**src/rtl/pipe_pkg.sv**
```systemverilog
// Shared pipeline-boundary definitions: stage state encoding, MIPS NOP and
// per-boundary flush masks used by pipe_stage_reg.
package pipe_pkg;

  // Encoding doubles as the occupancy count.
  typedef enum logic [1:0] {
    ST_EMPTY = 2'd0,
    ST_FULL  = 2'd1,
    ST_SKID  = 2'd2
  } pipe_state_t;

  // sll $0,$0,0
  localparam logic [31:0] MIPS_NOP = 32'h0000_0000;

  // Flush masks per boundary: instruction/control fields cleared, PC kept.
  localparam logic [63:0] IF_ID_CLR_MASK  = 64'h0000_0000_FFFF_FFFF;
  localparam logic [63:0] ID_EX_CLR_MASK  = 64'h0000_0000_FFFF_FFFF;
  localparam logic [63:0] EX_MEM_CLR_MASK = 64'h0000_0000_0000_00FF;
  localparam logic [63:0] MEM_WB_CLR_MASK = 64'h0000_0000_0000_000F;

endpackage

```
**src/rtl/pipe_data_reg.sv**
```systemverilog
// Payload register with async active-low reset, load enable and a masked
// synchronous clear (clear wins over load).
module pipe_data_reg #(
  parameter int             W         = 64,
  parameter logic [W-1:0]   MASK      = '0,
  parameter logic [W-1:0]   CLR_VALUE = '0,
  parameter logic [W-1:0]   RST_VALUE = '0
) (
  input  logic         clk,
  input  logic         rst,
  input  logic         ld,
  input  logic         clr,
  input  logic [W-1:0] d,
  output logic [W-1:0] q
);

  always_ff @(posedge clk or negedge rst) begin
    if (!rst)     q <= RST_VALUE;
    else if (clr) q <= (q & ~MASK) | (CLR_VALUE & MASK);
    else if (ld)  q <= d;
  end

endmodule

```
**src/rtl/pipe_stage_reg.sv**
```systemverilog
// Pipeline boundary register with valid/ready, stall, masked flush.
// Define PIPE_STAGE_SKID_EN for a second (skid) entry that decouples in_ready from out_ready.
module pipe_stage_reg
  import pipe_pkg::*;
#(
  parameter int                DATA_W    = 64,
  parameter logic [DATA_W-1:0] CLR_MASK  = IF_ID_CLR_MASK,
  parameter logic [DATA_W-1:0] CLR_VALUE = '0
) (
  input  logic              clk,
  input  logic              rst,
  input  logic              in_valid,
  output logic              in_ready,
  input  logic [DATA_W-1:0] in_data,
  input  logic              stall,
  input  logic              flush,
  output logic              out_valid,
  input  logic              out_ready,
  output logic [DATA_W-1:0] out_data,
  output logic [1:0]        occupancy
);

  pipe_state_t       state_q, state_d;
  logic              acc, rel;
  logic              head_ld;
  logic [DATA_W-1:0] head_d;

  assign out_valid = (state_q != ST_EMPTY) & ~stall;
  assign occupancy = state_q;
  assign acc       = in_valid & in_ready;
  assign rel       = out_valid & out_ready;

`ifdef PIPE_STAGE_SKID_EN
  logic              skid_ld;
  logic              head_from_skid;
  logic [DATA_W-1:0] skid_q;

  assign in_ready = rst & ~stall & (state_q != ST_SKID);
  assign head_d   = head_from_skid ? skid_q : in_data;

  // Skid contents are meaningless once state leaves SKID; flush zeroes it anyway.
  pipe_data_reg #(
    .W(DATA_W), .MASK({DATA_W{1'b1}}), .CLR_VALUE(CLR_VALUE), .RST_VALUE(CLR_VALUE)
  ) u_skid (
    .clk(clk), .rst(rst), .ld(skid_ld), .clr(flush), .d(in_data), .q(skid_q)
  );
`else
  assign in_ready = rst & ~stall & ((state_q == ST_EMPTY) | out_ready);
  assign head_d   = in_data;
`endif

  pipe_data_reg #(
    .W(DATA_W), .MASK(CLR_MASK), .CLR_VALUE(CLR_VALUE), .RST_VALUE(CLR_VALUE)
  ) u_head (
    .clk(clk), .rst(rst), .ld(head_ld), .clr(flush), .d(head_d), .q(out_data)
  );

  always_ff @(posedge clk or negedge rst) begin
    if (!rst) state_q <= ST_EMPTY;
    else      state_q <= state_d;
  end

  always_comb begin
    state_d = state_q;
    head_ld = 1'b0;
`ifdef PIPE_STAGE_SKID_EN
    skid_ld        = 1'b0;
    head_from_skid = 1'b0;
`endif
    if (flush) begin
      state_d = ST_EMPTY;
    end else if (!stall) begin
      case (state_q)
        ST_EMPTY: begin
          if (acc) begin
            state_d = ST_FULL;
            head_ld = 1'b1;
          end
        end
        ST_FULL: begin
          if (acc && rel) begin
            head_ld = 1'b1;
          end else if (rel) begin
            state_d = ST_EMPTY;
`ifdef PIPE_STAGE_SKID_EN
          end else if (acc) begin
            state_d = ST_SKID;
            skid_ld = 1'b1;
`endif
          end
        end
`ifdef PIPE_STAGE_SKID_EN
        ST_SKID: begin
          if (rel) begin
            state_d        = ST_FULL;
            head_ld        = 1'b1;
            head_from_skid = 1'b1;
          end
        end
`endif
        default: state_d = ST_EMPTY;
      endcase
    end
  end

endmodule
```
**config.mk**
```make
export PLATFORM = sky130hd
export DESIGN_NAME = pipe_stage_reg
export DESIGN_NICKNAME = d
export VERILOG_FILES = /design/src/rtl/pipe_pkg.sv /design/src/rtl/pipe_data_reg.sv /design/src/rtl/pipe_stage_reg.sv
export SDC_FILE = /design/constraint.sdc
export NUM_CORES = 1
export LEC_CHECK = 0
export ABC_AREA = 1
export BUFFER_PORTS_ARGS = -buffer_cell sky130_fd_sc_hd__buf_2
export CAP_MARGIN = 20
export CORE_MARGIN = 2
export CORE_UTILIZATION = 45
export CTS_CLUSTER_DIAMETER = 60
export DETAILED_ROUTE_END_ITERATION = 6
export PLACE_DENSITY = 0.84
export SLEW_MARGIN = 20
export SYNTH_ARGS = -nofsm -noshare
export SYNTH_HDL_FRONTEND = slang
export SYNTH_HIERARCHICAL = 1
export SYNTH_SLANG_ARGS = --single-unit
```
**constraint.sdc**
```tcl
create_clock -name clk -period 1.2 [get_ports clk]
set_input_delay 0 -clock clk [delete_from_list [all_inputs] [get_ports clk]]
set_output_delay 0 -clock clk [all_outputs]
set_load 0.01 [all_outputs]
```
==> results of run 1 <==
## synth_stat cells, drive strengths merged
cell type,count,area (sq um)
buf,21,110
nand3,65,330
conb,1,3.75
nand2,132,495
inv,7,26.3
o21ai,1,5.00
dfrtp,65,1630
nor2,5,21.3
## power by group
part           internal [mW]  total, mW  switching [mW]
sequential              2.45       2.60           0.156
clock                   1.55       2.35           0.804
combinational          0.536       1.12           0.584
total                   4.53       6.08            1.54
## state kept, by name, summed over array words and instances (netlist names)
register and flops:
occupancy 1, u_head/q 64
## stage by stage
step	total power, mW	setup WS (ns)
6_report	6.08	-0.0173
2_1_floorplan	3.02	0.0113
3_3_place_gp	3.50	0.0437
5_1_grt	6.35	-0.0560
4_1_cts	6.07	0.0107
3_5_place_dp	3.53	-0.0363
## kinds of logic after synthesis
family                 synth area share, %
and+or+nand+nor                       32.3
DFF                                   62.1
buffers and inverters                 5.21
AOI/OAI and AO/OA                    0.191
other                                0.143
## cells in the final DEF, fill, tap and decap left out, types with 2 or more instances in the layout
cell             n
buf_8            2
nand3_1         64
buf_12           2
dfrtp_1         65
bufinv_16        3
nor2_2           3
inv_1            5
nand2_2          4
dlygate4sd3_1   68
buf_6            3
buf_4            4
nand2_1        127
buf_2          136
clkbuf_8        12
nor2_1           2
## how the worst max path moves through the flow
| stage | from | depth (start not counted) | slack, ns | end |
|---|---|---|---|---|
| floorplan | occupancy[0] | 7 | 0.01 | u_head/q[24] |
| global placement | occupancy[0] | 7 | 0.04 | u_head/q[58] |
| detailed placement | occupancy[0] | 7 | -0.04 | u_head/q[53] |
| CTS | occupancy[0] | 7 | 0.01 | u_head/q[24] |
| global route | out_ready | 10 | -0.06 | u_head/q[24] |
| finish | flush | 8 | -0.02 | u_head/q[7] |
## tightest hold or removal path: cells and delay by family
kind,cells,cell delay [ns]
buffers and inverters,2,0.16
AND/OR/NAND/NOR,3,0.19
## repair_timing
item / CTS / global route
gates resized for setup: 8 / 8
hold endpoints to repair: 130 / 0
gates cloned: 1 / 0
endpoints found under the setup margin: 36 / 63
hold buffers: 68 / 0
## routing by layer
layer	part of all wire [%]	global-route usage [%]	wire [microns]
met1	38	30.1	3260
met2	53	49.2	4540
met3	5.6	5.62	475
met4	3.2	15.4	275
met5	0	0	0
## area by class of cell
class / instances / area, sq um / share of cell area, %
multi-input combinational: 204 / 878 / 20.0
timing repair buffer: 215 / 1500 / 34.1
clock inverter: 4 / 97.6 / 2.23
sequential: 65 / 1630 / 37.1
tap: 72 / 90.1 / 2.06
clock buffer: 12 / 165 / 3.77
inverter: 7 / 28.8 / 0.657
==> metrics.cfg, run 1 <==
[run_status]
status=finished with violations
violations=negative setup slack

[clock_network]
cts_buffers=9
clk_pin_slew_ns=0.07
clock_path_buffers=2
cts.sinks=65
cts_root_buffer=clkbuf_8
clkLatencyLatePin_ns=0.33
postCtsSetupBuffers=0
htree_levels=3
cts_tree=built

[hold_path]
hold_start=in_valid
hp-class=input pin to register
hold_depth=5
hold_end=occupancy[0]

[cells_and_area]
drive_above_1_share_pct=34.3
fin_area_sq_mm=0.00438
nets=572
diodes=0
stdcell_count=579
fill_cells=355
area_growth_pct=67.3
final_util_pct=78.6

[pwr]
irDropWorstVdd_uv=934
p_leak_nw=2.56
power_density_mw_per_mm2=1390

[global_route]
grt_first_pass_wirelength_mm=13.2
overflow=0
track_usage_pct=27.5
grt_max_degree=66
antenna_found_initial=0
first_global_vias=2870

[setup_path]
endpoint_kind=register
timing.rr.start=occupancy[0]
critPathKind=input pin to register
worst_path_max_delay_cell=dlygate4sd3_1
arrival_ns=1.49
r2r_cells=6
cp_max_fo=20
crit_buf_inv=4
path_cells=dlygate4sd3_1 > buf_2 > nor2_2 > nand3_2 > inv_4 > buf_6 > nand3_1 > nand2_1
slowest_delay_ns=0.55
crit_path_start_kind=input pin
r2r_slack_ns=0
rr_endpoint=u_head/q[7]
cp.required_ns=1.47
cp_top_family=buffers and inverters

[logic_synthesis]
syn_area_per_cell_sq_um=8.82
netlist_area_sq_mm=0.00262
ys_ff_latch=65
synthDistinctLibCells=11
ys_seq_area_share_pct=62.1
yosysWarnings=6
synth_nets=367
synth_cells=297

[sta]
tns_ns=-0.0580
final-hold-violation-count=0
setup_ws_ns=-0.0173
period_share_pct=101
tightest_slew_ns=0.801
max_freq_mhz=821
rsz0062_at_grt=true
timing.slew.headroom_pct=46.6
setup_violations=7
skew_ns=0.00429
final_max_slew_viol_count=0
finalCriticalPeriod_ns=1.22
holdWs_ns=0.0389

[place]
gp_congestion=0.744
dp.cells=494
place_hpwl_mm=4.62
io_buffers=136
dpl_cell_area_sq_mm=0.00338

[floorplanning]
fp.dieH_microns=80.3
die_width_microns=80.3
io_pins=138
core_sq_mm=0.00557
rows=27
die_area_sq_mm=0.00645
initial_core_util_pct=47.0

[routing]
antenna_left=0
drc_errors=0
dr.pass1.iters=4
wl_per_cell_microns=14.8
finalWirelength_mm=8.55
avgViaCountPerCell=4.91
dr.first_iter.drc_count=179
vias=2842

[job]
maxCapViolations=0

(Power assumes the default switching activity.)
==> run 2: changes to the inputs <==
--- a/config.mk
+++ b/config.mk
@@ -9,10 +9,10 @@
 export BUFFER_PORTS_ARGS = -buffer_cell sky130_fd_sc_hd__buf_2
 export CAP_MARGIN = 20
 export CORE_MARGIN = 2
-export CORE_UTILIZATION = 45
+export CORE_UTILIZATION = 40
 export CTS_CLUSTER_DIAMETER = 60
 export DETAILED_ROUTE_END_ITERATION = 6
-export PLACE_DENSITY = 0.84
+export PLACE_DENSITY = 0.79
 export SLEW_MARGIN = 20
 export SYNTH_ARGS = -nofsm -noshare
 export SYNTH_HDL_FRONTEND = slang
==> constraint.sdc (replaced) <==
create_clock -name clk -period 1.1 [get_ports clk]
set_input_delay 0 -clock clk [delete_from_list [all_inputs] [get_ports clk]]
set_output_delay 0 -clock clk [all_outputs]
set_load 0.01 [all_outputs]
==> run 2 against run 1 <==
Compared with the run above: the flow finishes with violations (negative hold slack, negative setup slack); register-to-register slack worse by 0.21 ns; non-clock buffer count grew 9; via count increased by 3.2%; combinational power rose by 19%.
==> metrics.cfg, run 2 (same netlist as run 1, synthesis figures left out) <==
[run_status]
violations=negative hold slack, negative setup slack  ; was negative setup slack
status=finished with violations  ; unchanged

[setup_path]
rr_endpoint=u_head/q[36]  ; was u_head/q[7]
crit_path_start_kind=register  ; was input pin
r2r_cells=8  ; was 6
cp.required_ns=1.31  ; was 1.47 ns
r2r_slack_ns=-0.21  ; was 0 ns
timing.rr.start=occupancy[0]  ; unchanged
cp_max_fo=8  ; was 20
endpoint_kind=register  ; unchanged
critPathKind=register to register  ; was input pin to register
arrival_ns=1.52  ; was 1.49 ns

[place]
place_hpwl_mm=4.46  ; was 4.62 mm
dpl_cell_area_sq_mm=0.00338  ; about the same
io_buffers=136  ; unchanged
gp_congestion=0.812  ; was 0.744

[routing]
vias=2934  ; was 2842
wl_per_cell_microns=15.3  ; was 14.8 microns
antenna_left=0  ; unchanged
dr.first_iter.drc_count=184  ; was 179
drc_errors=0  ; unchanged
finalWirelength_mm=9.06  ; was 8.55 mm
avgViaCountPerCell=4.94  ; was 4.91
dr.pass1.iters=6  ; was 4

[cells_and_area]
nets=582  ; was 572
fin_area_sq_mm=0.00455  ; was 0.00438 sq mm
largest_register_ffs=64  ; unchanged
drive_above_1_share_pct=39.7  ; was 34.3%
final_common_cell=buf_2  ; unchanged
regMostFlops=u_head/q  ; unchanged
layout_common_cells=buf_2 (136), nand2_1 (106), dlygate4sd3_1 (65), dfrtp_1 (65), nand3_1 (64)  ; was buf_2 (136), nand2_1 (127), dlygate4sd3_1 (68)
area_growth_pct=73.9  ; was 67.3%
diodes=0  ; unchanged

[sta]
max_freq_mhz=764
setup_violations=65  ; was 7
tightest_slew_ns=0.594  ; was 0.801 ns
setup_ws_ns=-0.210  ; was -0.0173 ns
holdWs_ns=-0.00104  ; was 0.0389 ns
finalCriticalPeriod_ns=1.31
tns_ns=-10.51  ; was -0.0580 ns
period_share_pct=119
final_max_slew_viol_count=0  ; unchanged
skew_ns=0.0104  ; was 0.00429 ns
rsz0062_at_grt=true  ; unchanged
timing.slew.headroom_pct=60.4  ; was 46.6%
final-hold-violation-count=1  ; was 0

[floorplanning]
io_pins=138  ; unchanged
die_width_microns=84.9  ; was 80.3 microns
die_area_sq_mm=0.00721  ; was 0.00645 sq mm
initial_core_util_pct=41.2  ; was 47.0%
core_sq_mm=0.00635  ; was 0.00557 sq mm
rows=29  ; was 27
fp.dieH_microns=84.9  ; was 80.3 microns

[pwr]
irDropWorstVdd_uv=879  ; was 934 uV
pwr-share-seq_pct=46.4  ; was 42.8%
power_switching_mw=1.72  ; was 1.54 mW
p_leak_nw=2.61  ; was 2.56 nW
swShare_pct=27.9  ; was 25.4%
p_clk_share_pct=32.0  ; was 38.7%
power_density_mw_per_mm2=1350  ; was 1390 mW/mm^2
combinationalPowerShare_pct=21.6  ; was 18.4%
internal-power_mw=4.45  ; was 4.53 mW

[global_route]
first_global_vias=2932  ; was 2870
grt_first_pass_wirelength_mm=13.8  ; was 13.2 mm
track_usage_pct=24.4  ; was 27.5%
antenna_found_initial=0  ; unchanged
grt_max_degree=66  ; unchanged
overflow=0  ; unchanged

[clock_network]
clock_path_buffers=2  ; unchanged
cts_root_buffer=clkbuf_8  ; unchanged
htree_levels=3  ; unchanged
cts_tree=built  ; unchanged
clk_pin_slew_ns=0.07  ; about the same
cts_buffers=9  ; unchanged
cts.sinks=65  ; unchanged
clkLatencyLatePin_ns=0.33  ; about the same

[job]
maxCapViolations=0  ; unchanged

[hold_path]
hold_end=occupancy[0]  ; unchanged
hold_depth=3  ; was 5
hold_start=stall  ; was in_valid
hp-class=input pin to register  ; unchanged

run 2: timing repair:
item | CTS | global route
gates resized for setup | 12 | 32
endpoints found under the setup margin | 64 | 75
pin swaps | 3 | 5
buffers inserted | 11 | 2
cloned | 2 | 3
hold endpoints to repair | 130 | 0
hold buffers | 65 | 0
run 2: area by class of cell:
type / instances / area [sq um]
Fill cell: 484 / 1800
Timing Repair Buffer: 224 / 1650
Sequential cell: 65 / 1630
Multi-Input combinational cell: 205 / 958
Clock buffer: 13 / 149
Tap cell: 77 / 96.3
Clock inverter: 3 / 40.0
Inverter: 7 / 31.3
run 2: critical path, cell delays in order (launching register included):
cell	delay, ns
dfrtp_1	0.41
nand2_2	0.08
nand3_2	0.10
inv_4	0.10
buf_12	0.13
nand2_8	0.07
clkbuf_16	0.18
nand2_2	0.06
nand2_1	0.06
run 2: worst max-delay path by stage:
stage	slack, ns	cells past startpoint	start	to
final	-0.21	8	occupancy[0]	u_head/q[36]
after floorplan	-0.01	7	occupancy[0]	u_head/q[24]
after global placement	-0.55	6	occupancy[0]	u_head/q[4]
after detailed placement	-0.66	6	occupancy[0]	u_head/q[26]
after global routing	-0.25	8	occupancy[0]	u_head/q[36]
after CTS	-0.15	8	occupancy[0]	u_head/q[38]
run 2: per-layer routing:
metal / wire, microns / up-vias / global-route usage, %
li1: - / 1370 / -
met1: 3580 / 1405 / 29.9
met2: 4730 / 133 / 41.5
met4: 291 / 0 / 12.8
met5: 0 / - / 0
met3: 460 / 26 / 3.89
run 2: power groups by stage:
stage | Sequential (mW) | Clock (mW) | Combinational, mW
floorplan | 2.99 | 0 | 0.335
global route | 2.89 | 2.14 | 1.45
finish | 2.86 | 1.97 | 1.33
global placement | 2.85 | 0 | 0.972
detailed placement | 2.85 | 0 | 1.01
CTS | 2.82 | 2.02 | 1.24
run 2: stage by stage:
stage	utilization, %	cells	setup slack (ns)	hold WS [ns]	power, mW
after global placement	53.2	497	-0.547	0.221	3.82
after global routing	71.7	594	-0.253	0.0447	6.48
after CTS	69.3	591	-0.148	-0.0635	6.09
after floorplan	-	297	-0.00977	-0.296	3.33
after detailed placement	53.2	497	-0.661	0.229	3.86
final	71.7	594	-0.210	-0.00104	6.17
==> run 3: changes to the inputs <==
--- a/config.mk
+++ b/config.mk
@@ -8,7 +8,8 @@
 export ABC_AREA = 1
 export BUFFER_PORTS_ARGS = -buffer_cell sky130_fd_sc_hd__buf_2
 export CAP_MARGIN = 20
-export CORE_MARGIN = 2
+export CORE_ASPECT_RATIO = 1.2
+export CORE_MARGIN = 10
 export CORE_UTILIZATION = 40
 export CTS_CLUSTER_DIAMETER = 60
 export DETAILED_ROUTE_END_ITERATION = 6
==> run 3 against run 2 <==
Compared with the run above: the run ends with negative setup slack left; critical path depth stayed put; power is 0.21% higher; worst hold slack improved by 0.032 ns; utilization grew 0.80 points; die area grew 41%; first-iteration DRC count fell by 13%; register-to-register slack got worse by 0.02 ns; worst setup slack lost 0.019 ns; sequential share of layout area decreased by 0.70 points; critical path type unchanged; largest cell class unchanged.
==> metrics.cfg, run 3 (same netlist as run 1, synthesis figures left out) <==
[run_status]
status=finished with violations  ; unchanged
violations=negative setup slack  ; was negative hold slack, negative setup slack

[routing]
antenna_left=0  ; unchanged
dr.first_iter.drc_count=161  ; was 184
avgViaCountPerCell=4.87  ; was 4.94
dr.pass1.iters=4  ; was 6
wl_met3_microns=770  ; was 460 microns
wl_per_cell_microns=16.8  ; was 15.3 microns
drc_errors=0  ; unchanged
wl_met1_mm=3.79  ; was 3.58 mm
highest_layer=met4  ; unchanged
dr_wl_met2_mm=5.27  ; was 4.73 mm
finalWirelength_mm=10.0  ; was 9.06 mm
vias=2904  ; was 2934

[global_route]
grt_max_degree=66  ; unchanged
antenna_found_initial=0  ; unchanged
overflow=0  ; unchanged
track_usage_pct=19.3  ; was 24.4%
first_global_vias=3169  ; was 2932
grt_first_pass_wirelength_mm=15.8  ; was 13.8 mm

[setup_path]
worst_path_max_delay_cell=dfrtp_1  ; unchanged
cp.required_ns=1.31  ; about the same
crit_buf_inv=3  ; unchanged
slowest_delay_ns=0.41  ; about the same
timing.rr.start=occupancy[0]  ; unchanged
arrival_ns=1.54  ; was 1.52 ns
path_cells=nand2_2 > nand3_4 > inv_4 > buf_12 > nand2_8 > buf_12 > nand2_1 > nand2_1  ; was nand2_2 > nand3_2 > inv_4 > buf_12 > nand2_8 > clkbuf_16 > nand2_2 > nand2_1
cp.depth=8  ; unchanged
critPathKind=register to register  ; unchanged
crit_path_start_kind=register  ; unchanged
cp_max_fo=8  ; unchanged
cp_top_family=simple AND/OR/NAND/NOR gates  ; was buffers and inverters
worstSetupStartpoint=occupancy[0]  ; unchanged
endpoint_kind=register  ; unchanged
r2r_cells=8  ; unchanged

[cells_and_area]
area_growth_pct=77.4  ; was 73.9%
regMostFlops=u_head/q  ; unchanged
drive_above_1_share_pct=42.1  ; was 39.7%
largest_register_ffs=64  ; unchanged
nets=577  ; was 582
fin_area_sq_mm=0.00465  ; was 0.00455 sq mm
layout_common_cells=buf_2 (135), nand2_1 (92), dlygate4sd3_1 (66)  ; was buf_2 (136), nand2_1 (106), dlygate4sd3_1 (65), dfrtp_1 (65), nand3_1 (64)
fill_cells=467  ; was 484
diodes=0  ; unchanged
final_common_cell=buf_2  ; unchanged

[clock_network]
htree_levels=3  ; unchanged
cts.sinks=65  ; unchanged
cts_root_buffer=clkbuf_8  ; unchanged
clkLatencyLatePin_ns=0.33  ; about the same
cts_tree=built  ; unchanged
cts_buffers=9  ; unchanged
clock_path_buffers=2  ; unchanged
clk_pin_slew_ns=0.06  ; was 0.07 ns

[place]
place_hpwl_mm=5.78  ; was 4.46 mm
dpl_cell_area_sq_mm=0.00339  ; was 0.00338 sq mm
io_buffers=136  ; unchanged
gp_congestion=0.737  ; was 0.812

[floorplanning]
die_area_sq_mm=0.0102  ; was 0.00721 sq mm
io_pins=138  ; unchanged
die_width_microns=93.9  ; was 84.9 microns
fp.dieH_microns=109  ; was 84.9 microns
initial_core_util_pct=40.9  ; was 41.2%
core_sq_mm=0.00641  ; was 0.00635 sq mm
rows=32  ; was 29

[pwr]
power_density_mw_per_mm2=1330  ; was 1350 mW/mm^2
irDropWorstVdd_uv=1070  ; was 879 uV
p_leak_nw=2.61  ; about the same
power_mw=6.18  ; was 6.17 mW

[sta]
tightest_slew_ns=0.581  ; was 0.594 ns
finalCriticalPeriod_ns=1.33  ; was 1.31 ns
setup_ws_ns=-0.229  ; was -0.210 ns
final-hold-violation-count=0  ; was 1
period_share_pct=121  ; was 119%
setup_violations=64  ; was 65
tns_ns=-10.46  ; was -10.51 ns
rsz0062_at_grt=true  ; unchanged
final_max_slew_viol_count=0  ; unchanged
timing.slew.headroom_pct=61.3  ; was 60.4%
max_freq_mhz=752  ; was 764 MHz
skew_ns=0.00321  ; was 0.0104 ns

[hold_path]
hp-class=input pin to register  ; unchanged
hold_start=stall  ; unchanged
hold_depth=4  ; was 3

[job]
maxCapViolations=0  ; unchanged

==> run 3: cell type report <==
cell class | instances | area, sq um | area share [%]
Clock inverter | 4 | 45.0 | 0.970
Sequential cell | 65 | 1630 | 35.0
Timing Repair Buffer | 220 | 1640 | 35.3
Tap cell | 85 | 106 | 2.29
Multi-Input combinational cell | 204 | 1070 | 23.0
Clock buffer | 11 | 131 | 2.83
Inverter | 7 | 28.8 | 0.619
==> run 3: worst register-to-register path, stage by stage (launching register included) <==
cell and delay, ns:
dfrtp_1 0.41, nand2_2 0.12, nand3_4 0.08, inv_4 0.08
buf_12 0.12, nand2_8 0.09, buf_12 0.17, nand2_1 0.07
nand2_1 0.07
==> run 3: power by group <==
part           internal [mW]  total [mW]  switching, mW  leakage (nW)
Sequential              2.67        2.90          0.226         0.864
Combinational          0.712        1.43          0.716          1.65
Clock                   1.02        1.86          0.835        0.0929
Total                   4.41        6.18           1.78          2.61
==> run 3: stage by stage <==
stage / worst slack, ns / hold slack (ns) / instances / util [%]
2_1_floorplan: -0.00977 / -0.296 / 297 / -
3_3_place_gp: -0.609 / 0.221 / 504 / 52.7
3_5_place_dp: -0.602 / 0.231 / 505 / 53.0
4_1_cts: -0.174 / 0.00406 / 595 / 69.9
5_1_grt: -0.262 / 0.0304 / 596 / 72.5
6_report: -0.229 / 0.0310 / 596 / 72.5
==> run 3: layer usage <==
metal / GRT usage, % / vias to the layer above
li1: - / 1360
met3: 6.67 / 20
met5: 0 / -
met4: 7.17 / 0
met2: 33.4 / 123
met1: 21.5 / 1401
==> run 3: path summary, 6_finish.rpt <==
kind | end | slack, ns
hold / removal | occupancy[0] | 0.03
setup / recovery | u_head/q[57] | -0.23
hold reg to reg | u_head/q[2] | 0.47
min in group asynchronous | u_head/q[48] | 0.39
max in group asynchronous | u_head/q[51] | 0.28
setup reg to reg | u_head/q[57] | -0.23
==> run 3: what timing repair did <==
action                                 4_1_cts  5_1_grt
hold buffers                                66        0
gates resized for setup                     35       41
setup buffers                                6        0
setup endpoints to repair                   65      131
pin swaps                                   18        9
cloned                                       3        1
endpoints found under the hold margin      130        0
